$ cat src/rtl/fetch_stage_if.sv
// fetch_stage_if: fetch-side bus grouping redirect, instruction memory and decode handshake signals
interface fetch_stage_if #(
  parameter int PC_WIDTH    = 7,
  parameter int INSTR_WIDTH = 32
);
  logic                   Enable;
  logic                   Redirect;
  logic [PC_WIDTH-1:0]    RedirectPC;
  logic [PC_WIDTH-1:0]    MemAddr;
  logic                   MemRead;
  logic [INSTR_WIDTH-1:0] MemData;
  logic                   InstValid;
  logic                   InstReady;
  logic [INSTR_WIDTH-1:0] Instruction;
  logic [PC_WIDTH-1:0]    InstPC;
  modport master (
    input  Enable, Redirect, RedirectPC, MemData, InstReady,
    output MemAddr, MemRead, InstValid, Instruction, InstPC
  );
  modport slave (
    output Enable, Redirect, RedirectPC, MemData, InstReady,
    input  MemAddr, MemRead, InstValid, Instruction, InstPC
  );
endinterface

$ cat src/rtl/fetch_stage.sv
// fetch_stage: credit-limited instruction fetch with a 2-entry {instruction, PC} queue and branch redirect
module fetch_stage #(
  parameter int                  PC_WIDTH    = 7,
  parameter int                  INSTR_WIDTH = 32,
  parameter logic [PC_WIDTH-1:0] RESET_PC    = '0
) (
  input logic           SysCLK,
  input logic           SysRST,
  fetch_stage_if.master bus
);
  localparam int EW = INSTR_WIDTH + PC_WIDTH;
  typedef enum logic [1:0] {IDLE, RUN, REDIR} state_t;
  state_t              state_q, state_d;
  logic [PC_WIDTH-1:0] pc_q, pc_d, addr_q, addr_d;
  logic [1:0]          count_q, count_d;
  logic                inflight_q, inflight_d, kill_q, kill_d;
  logic [EW-1:0]       e0_q, e0_d, e1_q, e1_d, new_e;
  logic                pop, push, issue, slot1;
  // A read issued in the redirect cycle is still in flight afterwards, so it is marked killed.
  always_comb begin
    pop        = count_q != 2'd0 && bus.InstReady;
    push       = inflight_q && !kill_q && !bus.Redirect;
    issue      = state_q == RUN && bus.Enable && !SysRST &&
                 ({1'b0, count_q} + {2'b0, inflight_q} <= 3'd1 + {2'b0, pop});
    state_d    = bus.Redirect ? REDIR : RUN;
    pc_d       = bus.Redirect ? bus.RedirectPC : issue ? pc_q + 1'b1 : pc_q;
    addr_d     = issue ? pc_q : addr_q;
    inflight_d = issue;
    kill_d     = issue && bus.Redirect;
    new_e      = {bus.MemData, addr_q};
    slot1      = push && (count_q - {1'b0, pop}) != 2'd0;
    e0_d       = push && !slot1 ? new_e : pop ? e1_q : e0_q;
    e1_d       = slot1 ? new_e : e1_q;
    count_d    = bus.Redirect ? 2'd0 : count_q - {1'b0, pop} + {1'b0, push};
  end
  always_ff @(posedge SysCLK) begin
    if (SysRST) begin
      state_q    <= IDLE;
      pc_q       <= RESET_PC;
      addr_q     <= RESET_PC;
      count_q    <= 2'd0;
      inflight_q <= 1'b0;
      kill_q     <= 1'b0;
      e0_q       <= '0;
      e1_q       <= '0;
    end else begin
      state_q    <= state_d;
      pc_q       <= pc_d;
      addr_q     <= addr_d;
      count_q    <= count_d;
      inflight_q <= inflight_d;
      kill_q     <= kill_d;
      e0_q       <= e0_d;
      e1_q       <= e1_d;
    end
  end
  assign bus.MemRead     = issue;
  assign bus.MemAddr     = issue ? pc_q : addr_q;
  assign bus.InstValid   = count_q != 2'd0;
  assign bus.Instruction = e0_q[EW-1:PC_WIDTH];
  assign bus.InstPC      = e0_q[PC_WIDTH-1:0];
endmodule

$ cat src/flat_wrapper.sv
// flat-port wrapper written by rule: the top's interface ports become plain ports
module fetch_stage_flat 
#(
  parameter int                  PC_WIDTH    = 7,
  parameter int                  INSTR_WIDTH = 32,
  parameter logic [PC_WIDTH-1:0] RESET_PC    = '0
)
  (SysCLK, SysRST, bus_Enable, bus_Redirect, bus_RedirectPC, bus_MemData, bus_InstReady, bus_MemAddr, bus_MemRead, bus_InstValid, bus_Instruction, bus_InstPC);
  fetch_stage_if #(.PC_WIDTH(PC_WIDTH), .INSTR_WIDTH(INSTR_WIDTH)) bus_i ();
  input logic SysCLK;
  input logic SysRST;
  input wire logic [$bits(bus_i.Enable)-1:0] bus_Enable;
  input wire logic [$bits(bus_i.Redirect)-1:0] bus_Redirect;
  input wire logic [$bits(bus_i.RedirectPC)-1:0] bus_RedirectPC;
  input wire logic [$bits(bus_i.MemData)-1:0] bus_MemData;
  input wire logic [$bits(bus_i.InstReady)-1:0] bus_InstReady;
  output wire logic [$bits(bus_i.MemAddr)-1:0] bus_MemAddr;
  output wire logic [$bits(bus_i.MemRead)-1:0] bus_MemRead;
  output wire logic [$bits(bus_i.InstValid)-1:0] bus_InstValid;
  output wire logic [$bits(bus_i.Instruction)-1:0] bus_Instruction;
  output wire logic [$bits(bus_i.InstPC)-1:0] bus_InstPC;
  assign bus_i.Enable = bus_Enable;
  assign bus_i.Redirect = bus_Redirect;
  assign bus_i.RedirectPC = bus_RedirectPC;
  assign bus_i.MemData = bus_MemData;
  assign bus_i.InstReady = bus_InstReady;
  assign bus_MemAddr = bus_i.MemAddr;
  assign bus_MemRead = bus_i.MemRead;
  assign bus_InstValid = bus_i.InstValid;
  assign bus_Instruction = bus_i.Instruction;
  assign bus_InstPC = bus_i.InstPC;
  fetch_stage #(.PC_WIDTH(PC_WIDTH), .INSTR_WIDTH(INSTR_WIDTH), .RESET_PC(RESET_PC)) u_core (.SysCLK(SysCLK), .SysRST(SysRST), .bus(bus_i));
endmodule
$ cat config.mk
export PLATFORM = sky130hd
export DESIGN_NAME = fetch_stage_flat
export DESIGN_NICKNAME = d
export VERILOG_FILES = /design/src/rtl/fetch_stage_if.sv /design/src/rtl/fetch_stage.sv /design/src/flat_wrapper.sv
export SDC_FILE = /design/constraint.sdc
export NUM_CORES = 1
export LEC_CHECK = 0
export ABC_AREA = 1
export ABC_CLOCK_PERIOD_IN_PS = 3100
export CAP_MARGIN = 20
export CORE_MARGIN = 3
export CORE_UTILIZATION = 60
export CTS_BUF_LIST = sky130_fd_sc_hd__clkbuf_8
export DETAILED_ROUTE_END_ITERATION = 10
export DONT_BUFFER_PORTS = 1
export PLACE_DENSITY = 0.78
export SYNTH_ARGS = -nofsm -noshare
export SYNTH_HDL_FRONTEND = slang
export SYNTH_SLANG_ARGS = --single-unit
export TNS_END_PERCENT = 10
$ cat constraint.sdc
create_clock -name SysCLK -period 3.1 [get_ports SysCLK]
set_input_delay 0.62 -clock SysCLK [delete_from_list [all_inputs] [get_ports SysCLK]]
set_output_delay 0.62 -clock SysCLK [all_outputs]
set_load 0.1 [all_outputs]
==> impl_results.md, run 1 <==
- Core area: 6530 um^2
- Max cap viols: 0
- Gate Count Post-Synth: 536
- Leakage: 2.24 nW
- Mapped cell area: 4170 um^2
- Final core utilization: 70.7%
- Final Skew: 8.10 ps
- DRT Pass-1 Iters: 6
- Pwr/cell area: 543 nW/um^2
- Remaining DRCs: 0
- Htree depth: 3
- Max-slew violations: 0
- CTS Hold Bufs: 0
- Nets@finish: ~580
- Max VDD drop: 0.000331 V
- # setup viols final: 0
- Period minus WS final: around 3000 ps
- Final hold vios: 0
- Total grt overflow: 0
- Average wire per standard cell: about 15 um
- Initial DRC Count: 163
- Fraction of layout instances using a drive strength above 1: 11.5%
- Syn Nets: 587
- N_diodes: 0
- Worst-Margin Slew: 1000 ps
- Initial core utilization: 63.8%
- Hold_ws: 333 ps
- Register-to-register setup slack: 630 ps
- Outcome: completed
- GPL Wtd Cong: 0.885
- Critical Path AT: 2350 ps
- Max Buffers Root-to-Sink: 2
- Latest clock arrival within the worst-skew pair: ~340 ps
- IO Pins: 92
- All-Layer GR Usage: 22.7%
- First-pass GRT wire length: between 10,000 and 15,000 um
- Vias/cell: 5.73
- Area growth, synth to finish: 10.8%
- Largest net degree at the start of global routing: 46
- Root buffer cell: clkbuf_8
- Worst Path Max Fanout: 9
- Std-Cell Rows: 29
- Clock sinks: 98
- Fmax: about 340 MHz
- Num CTS Buffers: 9
- Worst-path clk slew: 90 ps
- Initial antenna violation count: 0
- Synthesized flop and latch total: around 100
- Final HPWL DP: between 6000 and 7000 um
- Die X: 89.4 um
- Setup CP Type: reg -> out
- Hold Crit Class: in -> reg
- PortBufs: 0
- CTS tree: yes
- Total length of routed wires: 9130 um
- Yosys cell types: 27
- CP Capture Type: primary output
- Fin crit share: 95.6%
- Post-synthesis sequential area ratio: 47.1%
- Startpoint Class: flip-flop
- Mean post-synth cell area: around 7.8 um^2
- Relative slew margins: 32.9%
- Ys Warns: 0
- RSZ-0062 raised after global routing: yes
- Die area: 7980 um^2
- ANT nets after route: 0
- Vias in the first global route: 3,211
- Vias: roughly 3,500
- CP Data Required Time: ~2500 ps
- Die H: 89.4 um
## synth_stat cells
cell / number / area [um^2]
a21oi_1: 13 / 65.1
buf_2: 4 / 20.0
buf_4: 1 / 7.51
buf_6: 4 / 45.0
clkbuf_1: 28 / 105
dfxtp_1: 98 / 1960
fa_1: 1 / 20.0
ha_1: 6 / 75.1
inv_1: 30 / 113
inv_2: 2 / 7.51
nand2_1: 116 / 435
nand2_2: 1 / 6.26
nand3_1: 53 / 265
nand3_2: 1 / 10.0
nand3b_1: 1 / 7.51
nand4_1: 3 / 18.8
nor2_1: 77 / 289
nor3_1: 1 / 5.00
nor3b_1: 1 / 7.51
nor3b_4: 1 / 18.8
o211a_1: 39 / 390
o21a_1: 1 / 7.51
o21ai_0: 45 / 225
o21ai_1: 5 / 25.0
o21bai_1: 2 / 15.0
or2_2: 1 / 6.26
xnor2_2: 1 / 16.3
## what timing repair did
action                     in CTS  in global routing
pin swaps                       0                  1
gates resized for setup         7                 14
setup buffers                   0                  0
setup endpoints to repair       8                  8
cloned                          0                  1
## cell type report
class                   count  area [um^2]
repair buffers             15          191
inverters                  32          124
multi-input cells         370         1990
flip-flops and latches     98         1960
clock buffers              11          151
well taps                  77         96.3
clock inverters             5          101
fillers                   532         1910
## final timing paths
| check | depth (start not counted) | startpoint | end |
|---|---|---|---|
| worst max-delay path | 11 | u_core.count_q[1] | bus_MemAddr[1] |
| worst min-delay path | 1 | SysRST | u_core.addr_q[0] |
| worst max register to register | 9 | u_core.count_q[1] | u_core.e1_q[5] |
| worst min register to register | 2 | u_core.e1_q[37] | u_core.e1_q[37] |
## critical path, cell delays in order (launching register included)
cell and delay [ps]:
dfxtp_1 380, o21a_4 250, fa_1 480, inv_1 60, nand3b_1 80, nand2_1 60, nand2_2 120, nand2_4 130
nand2_1 130, o21ai_2 70, inv_2 70, buf_12 170
## power breakdown
part | leakage [nW] | switching [mW] | internal (mW)
clock | 0.127 | 0.410 | 0.578
sequential | 0.793 | 0.0866 | 1.28
combinational | 1.32 | 0.103 | 0.0540
total | 2.24 | 0.600 | 1.91
## flip-flops by register name (all words and copies together), names as in the netlist
signal / flops
u_core.pc_q: 7
u_core.addr_q: 7
u_core.inflight_q: 1
u_core.e0_q: 39
u_core.e1_q: 39
u_core.state_q: 2
u_core.count_q: 2
u_core.kill_q: 1
## metal layers
metal | vias to the layer above | wire length (um) | track usage [%]
met4 | 0 | 87 | 8.53
met5 | - | 0 | 0
met2 | 106 | 4410 | 38.6
li1 | 1748 | - | -
met3 | 10 | 727 | 6.64
met1 | 1618 | 3910 | 27.2
## stage by stage
step / total power, mW / setup TNS, ps / instances / setup slack (ps) / area [um^2]
final: 2.51 / 0 / 608 / 135 / 4620
after global routing: 2.60 / -187 / 608 / -46.1 / 4620
after CTS: 2.52 / 0 / 607 / 58.2 / 4570
after detailed placement: 1.54 / 0 / 591 / 195 / 4310
after global placement: 1.54 / 0 / 591 / 265 / 4310
after floorplan: 1.51 / -73.4 / 536 / -73.4 / 4220
## cell usage in the layout (no fill, tap or decap), types with 8 or more instances in the layout
cell type and count:
inv_1 24, a21oi_1 13, buf_4 8, clkbuf_8 11
nand2_1 110, nand3_1 53, dfxtp_1 96, o211a_1 39
nor2_1 77, inv_2 8, o21ai_0 39
## cell families after synthesis
| family | share of synthesized area [%] |
|---|---|
| simple gates | 25.7 |
| flops | 47.1 |
| buf+inv | 7.14 |
| xor+xnor | 0.390 |
| compound gates | 17.5 |
| fa+ha+maj | 2.28 |
No activity file was read; power rests on OpenSTA's default activity.
==> run 2: changes to the inputs <==
--- a/config.mk
+++ b/config.mk
@@ -14,7 +14,8 @@
 export DETAILED_ROUTE_END_ITERATION = 10
 export DONT_BUFFER_PORTS = 1
 export PLACE_DENSITY = 0.78
+export REMOVE_ABC_BUFFERS = 1
 export SYNTH_ARGS = -nofsm -noshare
 export SYNTH_HDL_FRONTEND = slang
 export SYNTH_SLANG_ARGS = --single-unit
-export TNS_END_PERCENT = 10
+export TNS_END_PERCENT = 1
==> impl_results.md, run 2 (synthesis gave the netlist of run 1 again) <==
- Fraction of layout instances using a drive strength above 1: 8.47% (was 11.5%)
- Buf/Inv on CP: 4 (was 3)
- Cell area after placement: 4330 um^2 (was 4310 um^2)
- Die X: 89.4 um (unchanged)
- Vias in the first global route: 3,160 (was 3,211)
- GPL Wtd Cong: 0.905 (was 0.885)
- CP Capture Type: primary output (unchanged)
- Most frequent cells in the layout: nand2_1, dfxtp_1, nor2_1 (unchanged)
- Final hold vios: 0 (unchanged)
- Fmax: 331 MHz (was 337 MHz)
- Num CTS Buffers: 9 (unchanged)
- # setup viols final: 0 (unchanged)
- Remaining DRCs: 0 (unchanged)
- Largest registers: u_core.e0_q: 39 flops, u_core.e1_q: 39 flops (unchanged)
- DRT Pass-1 Iters: 4 (was 6)
- Total length of routed wires: 9160 um (was 9130 um)
- Vias/cell: 5.77 (was 5.73)
- Post-route cell area: 4590 um^2 (was 4620 um^2)
- Max cap viols: 0 (unchanged)
- Critical-path cell list: o21a_1, fa_1, inv_1, nand3b_1, nand2_1, nand2_1, nand2_2, buf_12, o21ai_1, inv_1, buf_12 (was o21a_4, fa_1, inv_1, nand3b_1, nand2_1, nand2_2, nand2_4, nand2_1, o21ai_2, inv_2, buf_12)
- Nets@finish: 579 (was 577)
- Largest net degree at the start of global routing: 54 (was 46)
- Worst-path clk slew: 90 ps (about the same)
- All-Layer GR Usage: 23.2% (was 22.7%)
- Largest stage delay on the critical path: 510 ps (was 480 ps)
- Hold Crit Class: in -> reg (unchanged)
- CTS Hold Bufs: 0 (unchanged)
- Final HPWL DP: 5940 um (was 6030 um)
- IO Pins: 92 (unchanged)
- Final core utilization: 70.3% (was 70.7%)
- Family with the most delay on the worst path: adder cells (was simple AND/OR/NAND/NOR gates)
- Pwr/cell area: 525 nW/um^2 (was 543 nW/um^2)
- Outcome: completed (unchanged)
- PortBufs: 0 (unchanged)
- Period minus WS final: 3030 ps (was 2970 ps)
- First-pass GRT wire length: 14,400 um (was 14,300 um)
- Root buffer cell: clkbuf_8 (unchanged)
- Worst Path Max Fanout: 12 (was 9)
- Relative slew margins: 32.9% (about the same)
- ANT nets after route: 0 (unchanged)
- CTS tree: yes (unchanged)
- Die H: 89.4 um (unchanged)
- Commonest non-fill, non-tap cell in the layout: nand2_1 (unchanged)
- Fin crit share: 97.6% (was 95.6%)
- RSZ-0062 raised after global routing: yes (unchanged)
- Latest clock arrival within the worst-skew pair: 360 ps (was 340 ps)
- N_diodes: 0 (unchanged)
- Placed cell count: 592 (was 591)
- Initial core utilization: 63.8% (unchanged)
- Setup CP Type: reg -> out (unchanged)
- Critical Path AT: 2410 ps (was 2350 ps)
- Area growth, synth to finish: 10.2% (was 10.8%)
- Initial DRC Count: 162 (was 163)
- Max Buffers Root-to-Sink: 2 (unchanged)
- CP Data Required Time: 2480 ps (about the same)
- Clock sinks: 98 (unchanged)
- Final Non-Filler Cells: 608 (unchanged)
- Max-slew violations: 0 (unchanged)
- Total grt overflow: 0 (unchanged)
- Htree depth: 3 (unchanged)
- Max VDD drop: 0.000336 V (was 0.000331 V)
- Core area: 6530 um^2 (unchanged)
- Final Skew: 8.93 ps (was 8.10 ps)
- Initial antenna violation count: 0 (unchanged)
- Setup ws final: 74.8 ps (was 135 ps)
- Average wire per standard cell: 15.1 um (was 15.0 um)
- Startpoint Class: flip-flop (unchanged)
- Leakage: 2.27 nW (was 2.24 nW)
- Std-Cell Rows: 29 (unchanged)
- Slowest stage cell, crit path: fa_1 (unchanged)
- Worst-Margin Slew: 1010 ps (was 1000 ps)
- Vias: 3,511 (was 3,482)
- Dpl ws: 155 ps (was 195 ps)
- Die area: 7980 um^2 (unchanged)
[run 2: layer usage]
layer / part of all wire, % / global-route usage (%) / routed length, um
met3: 7.4 / 6.73 / 674
met1: 44 / 28.7 / 4040
met5: 0 / 0 / 0
met2: 48 / 38.7 / 4380
met4: 0.81 / 7.71 / 74
[run 2: power by group]
group          total [mW]  switching (mW)  internal (mW)
logic               0.157           0.102         0.0556
registers            1.36          0.0857           1.28
clock network       0.890           0.420          0.471
[run 2: worst paths after layout]
path | start | to | slack [ps] | cells past startpoint
setup / recovery | u_core.count_q[1] | bus_MemAddr[2] | 70 | 11
hold / removal | SysRST | u_core.pc_q[5] | 320 | 1
setup reg to reg | u_core.count_q[1] | u_core.e1_q[1] | 520 | 10
hold reg to reg | u_core.addr_q[3] | u_core.e1_q[3] | 480 | 2
[run 2: repair_timing]
action | in CTS | in global routing
setup buffers | 0 | 1
cloned | 0 | 1
endpoints found under the setup margin | 4 | 7
gates resized for setup | 4 | 8
pin swaps | 0 | 1
[run 2: area by class of cell]
type / instances / area [um^2]
inverter: 32 / 120
clock buffer: 10 / 138
tap: 77 / 96.3
timing repair buffer: 18 / 278
multi-input combinational: 369 / 1920
sequential: 98 / 1960
clock inverter: 4 / 76.3
fill: 522 / 1940
[run 2: metrics by stage]
stage / TNS, ps / total power [mW] / hold WS (ps)
6_report: 0 / 2.41 / 316
5_1_grt: -285 / 2.49 / 293
4_1_cts: 0 / 2.43 / 294
3_5_place_dp: 0 / 1.55 / 469
3_3_place_gp: 0 / 1.54 / 463
2_1_floorplan: -24180 / 1.50 / 446
[run 2: worst register-to-register path: cells and delay by family, from the launching register on]
family          cells  cell delay [ps]
xor+xnor            1              100
buf+inv             3             1040
simple gates        2              150
fa+ha+maj           1              280
compound gates      3              570
flops               1              380
==> run 3: changes to the inputs <==
--- a/config.mk
+++ b/config.mk
@@ -5,10 +5,9 @@
 export SDC_FILE = /design/constraint.sdc
 export NUM_CORES = 1
 export LEC_CHECK = 0
-export ABC_AREA = 1
 export ABC_CLOCK_PERIOD_IN_PS = 3100
 export CAP_MARGIN = 20
-export CORE_MARGIN = 3
+export CORE_MARGIN = 8
 export CORE_UTILIZATION = 60
 export CTS_BUF_LIST = sky130_fd_sc_hd__clkbuf_8
 export DETAILED_ROUTE_END_ITERATION = 10
==> impl_results.md, run 3 <==
- Outcome: finished with violations (was completed)
- Failing checks: negative setup slack
- Reg2Reg Capture Point: u_core.pc_q[6] (was u_core.e1_q[1])
- Fin crit share: 106% (was 97.6%)
- Vias: 2,850 (was 3,511)
- Period minus WS final: 3300 ps (was 3030 ps)
- Hold Crit Class: in -> reg (unchanged)
- Final core utilization: 67.9% (was 70.3%)
- PortBufs: 0 (unchanged)
- Post-route cell area: 4510 um^2 (was 4590 um^2)
- Vias/cell: 5.83 (was 5.77)
- Initial core utilization: 60.6% (was 63.8%)
- Vias in the first global route: 2,865 (was 3,160)
- Placed cell count: 469 (was 592)
- Pwr/cell area: 482 nW/um^2 (was 525 nW/um^2)
- Gate Count Post-Synth: 398 (was 536)
- Synth cell count leaders: dfxtp_1, nor2_1, mux2i_1 (was nand2_1, dfxtp_1, nor2_1)
- Reg2Reg Depth: 9 (was 10)
- All-Layer GR Usage: 18.2% (was 23.2%)
- CP Capture Type: primary output (unchanged)
- Cell area after placement: 4250 um^2 (was 4330 um^2)
- Max VDD drop: 0.000289 V (was 0.000336 V)
- # setup viols final: 7 (was 0)
- Gr busiest metal: met2 (unchanged)
- Final Skew: 11.9 ps (was 8.93 ps)
- Fmax: 303 MHz (was 331 MHz)
- IO Pins: 92 (unchanged)
- Initial DRC Count: 92 (was 162)
- GPL Wtd Cong: 0.869 (was 0.905)
- Initial antenna violation count: 0 (unchanged)
- First-pass GRT wire length: 14,300 um (was 14,400 um)
- Clock sinks: 98 (unchanged)
- Final HPWL DP: 5850 um (was 5940 um)
- Setup ws final: -197 ps (was 74.8 ps)
- Largest net degree at the start of global routing: 96 (was 54)
- RSZ-0062 raised after global routing: yes (unchanged)
- Die H: 97.9 um (was 89.4 um)
- Ys Warns: 0 (unchanged)
- Worst-Margin Slew: 1030 ps (was 1010 ps)
- CTS Hold Bufs: 0 (unchanged)
- Yosys cell types: 40 (was 27)
- Register-to-register setup slack: 330 ps (was 520 ps)
- Most frequent cells in the layout: dfxtp_1, nor2_1, mux2i_1 (was nand2_1, dfxtp_1, nor2_1)
- Post-synth EDFFs: 0 (unchanged)
- Synthesized flop and latch total: 98 (unchanged)
- Worst R2R Start: u_core.count_q[0] (was u_core.count_q[1])
- Fraction of layout instances using a drive strength above 1: 14.2% (was 8.47%)
- DRT Pass-1 Iters: 4 (unchanged)
- Total length of routed wires: 8830 um (was 9160 um)
- Num CTS Buffers: 9 (unchanged)
- Root buffer cell: clkbuf_8 (unchanged)
- Mean post-synth cell area: 10.1 um^2 (was 7.78 um^2)
- Leakage: 1.91 nW (was 2.27 nW)
- Commonest non-fill, non-tap cell in the layout: dfxtp_1 (was nand2_1)
- Worst-path clk slew: 90 ps (about the same)
- Die area: 9580 um^2 (was 7980 um^2)
- Setup CP Type: reg -> out (unchanged)
- Final hold vios: 0 (unchanged)
- Hold_sp: SysRST (unchanged)
- ANT nets after route: 0 (unchanged)
- Remaining DRCs: 0 (unchanged)
- Average wire per standard cell: 18.1 um (was 15.1 um)
- Area growth, synth to finish: 12.1% (was 10.2%)
- CP Data Required Time: 2480 ps (about the same)
- Relative slew margins: 31.3% (was 32.9%)
- Core area: 6640 um^2 (was 6530 um^2)
- Htree depth: 3 (unchanged)
- Largest registers: u_core.e0_q: 39 flops, u_core.e1_q: 39 flops (unchanged)
- Startpoint Class: flip-flop (unchanged)
- Max-slew violations: 0 (unchanged)
- N_diodes: 0 (unchanged)
- Most frequent cell after synthesis: dfxtp_1 (was nand2_1)
- Worst Hold End: u_core.e0_q[20] (was u_core.pc_q[5])
- Dpl ws: -7.15 ps (was 155 ps)
- Mapped cell area: 4020 um^2 (was 4170 um^2)
- Final Non-Filler Cells: 489 (was 608)
- GR Layer Usage met3: 6.61% (was 6.73%)
- Worst Path Max Fanout: 3 (was 12)
- Max cap viols: 0 (unchanged)
- Leading area contributor after synthesis: dfxtp_1 (unchanged)
- Std-Cell Rows: 30 (was 29)
- Hold path cells: 1 (unchanged)
- Latest clock arrival within the worst-skew pair: 350 ps (was 360 ps)
- Max Buffers Root-to-Sink: 2 (unchanged)
- Nets@finish: 455 (was 579)
- Critical Path AT: 2680 ps (was 2410 ps)
- Ys async rst share: 0% (unchanged)
- Total grt overflow: 0 (unchanged)
- Post-synthesis sequential area ratio: 48.8% (was 47.1%)
- CTS tree: yes (unchanged)
- Die X: 97.9 um (was 89.4 um)
- M1 GR Usage: 21.0% (was 28.7%)
- Ys flop type: dfxtp_1 (unchanged)
- Synth top area share: 48.8% (was 47.1%)
- M2 GR Usage: 29.3% (was 38.7%)
- Largest cells by area after synthesis: dfxtp_1, mux2i_1, a211oi_1 (was dfxtp_1, nand2_1, o211a_1)
[run 3: layout make-up]
| type | count | area (um^2) |
|---|---|---|
| Multi-Input combinational cell | 263 | 1980 |
| Inverter | 11 | 46.3 |
| Sequential cell | 98 | 1960 |
| Clock inverter | 7 | 46.3 |
| Timing Repair Buffer | 21 | 249 |
| Clock buffer | 9 | 124 |
| Tap cell | 80 | 100 |
| Fill cell | 512 | 2130 |
[run 3: how the worst max path moves through the flow]
| stage | from | to | slack (ps) |
|---|---|---|---|
| 2_1_floorplan | u_core.count_q[1] | u_core.e1_q[0] | -2950 |
| 4_1_cts | u_core.count_q[0] | bus_MemAddr[0] | -180 |
| 3_3_place_gp | u_core.count_q[1] | bus_MemAddr[6] | 40 |
| 3_5_place_dp | u_core.count_q[1] | bus_MemAddr[6] | -7 |
| 5_1_grt | u_core.count_q[0] | bus_MemAddr[6] | -270 |
| 6_report | u_core.count_q[0] | bus_MemAddr[6] | -200 |
[run 3: stage by stage]
| step | hold slack, ps | power (mW) | TNS (ps) |
|---|---|---|---|
| finish | 330 | 2.17 | -1310 |
| global route | 317 | 2.24 | -1870 |
| global placement | 471 | 1.47 | 0 |
| CTS | 312 | 2.20 | -1160 |
| floorplan | 460 | 1.45 | -223790 |
| detailed placement | 479 | 1.47 | -7.15 |
[run 3: report_power, final]
part | switching, mW | leakage (nW) | internal [mW]
Clock | 0.438 | 0.0868 | 0.290
Sequential | 0.0853 | 0.794 | 1.28
Combinational | 0.0466 | 1.03 | 0.0377
Total | 0.570 | 1.91 | 1.60
[run 3: cells by family (layout without fill, tap and decap cells)]
kind of cell,count (synthesis),count (layout),synth area share (%)
compound gates,58,58,10.8
xor+xnor,7,7,1.52
fa+ha+maj,7,7,2.36
buf+inv,37,48,3.82
flops,98,98,48.8
mux,85,85,21.4
simple gates,106,106,11.3
[run 3: metal layers]
metal	share of wire, %	wire length (um)
met2	47	4140
met1	43	3760
met5	0	0
met3	8.4	740
met4	2.1	187
[run 3: timing repair]
action | CTS | global route
gates cloned | 0 | 0
gates resized for setup | 13 | 5
pin swaps | 5 | 3
endpoints found under the setup margin | 8 | 8
setup buffers | 3 | 1
[run 3: worst max-delay path: stages, from the launching register on]
cell     delay [ps]
dfxtp_2         330
or2_4           260
nand2_4          70
inv_4            40
fa_2            490
o31a_4          330
o21ai_4         210
buf_6           130
mux2_4          300
buf_12          170
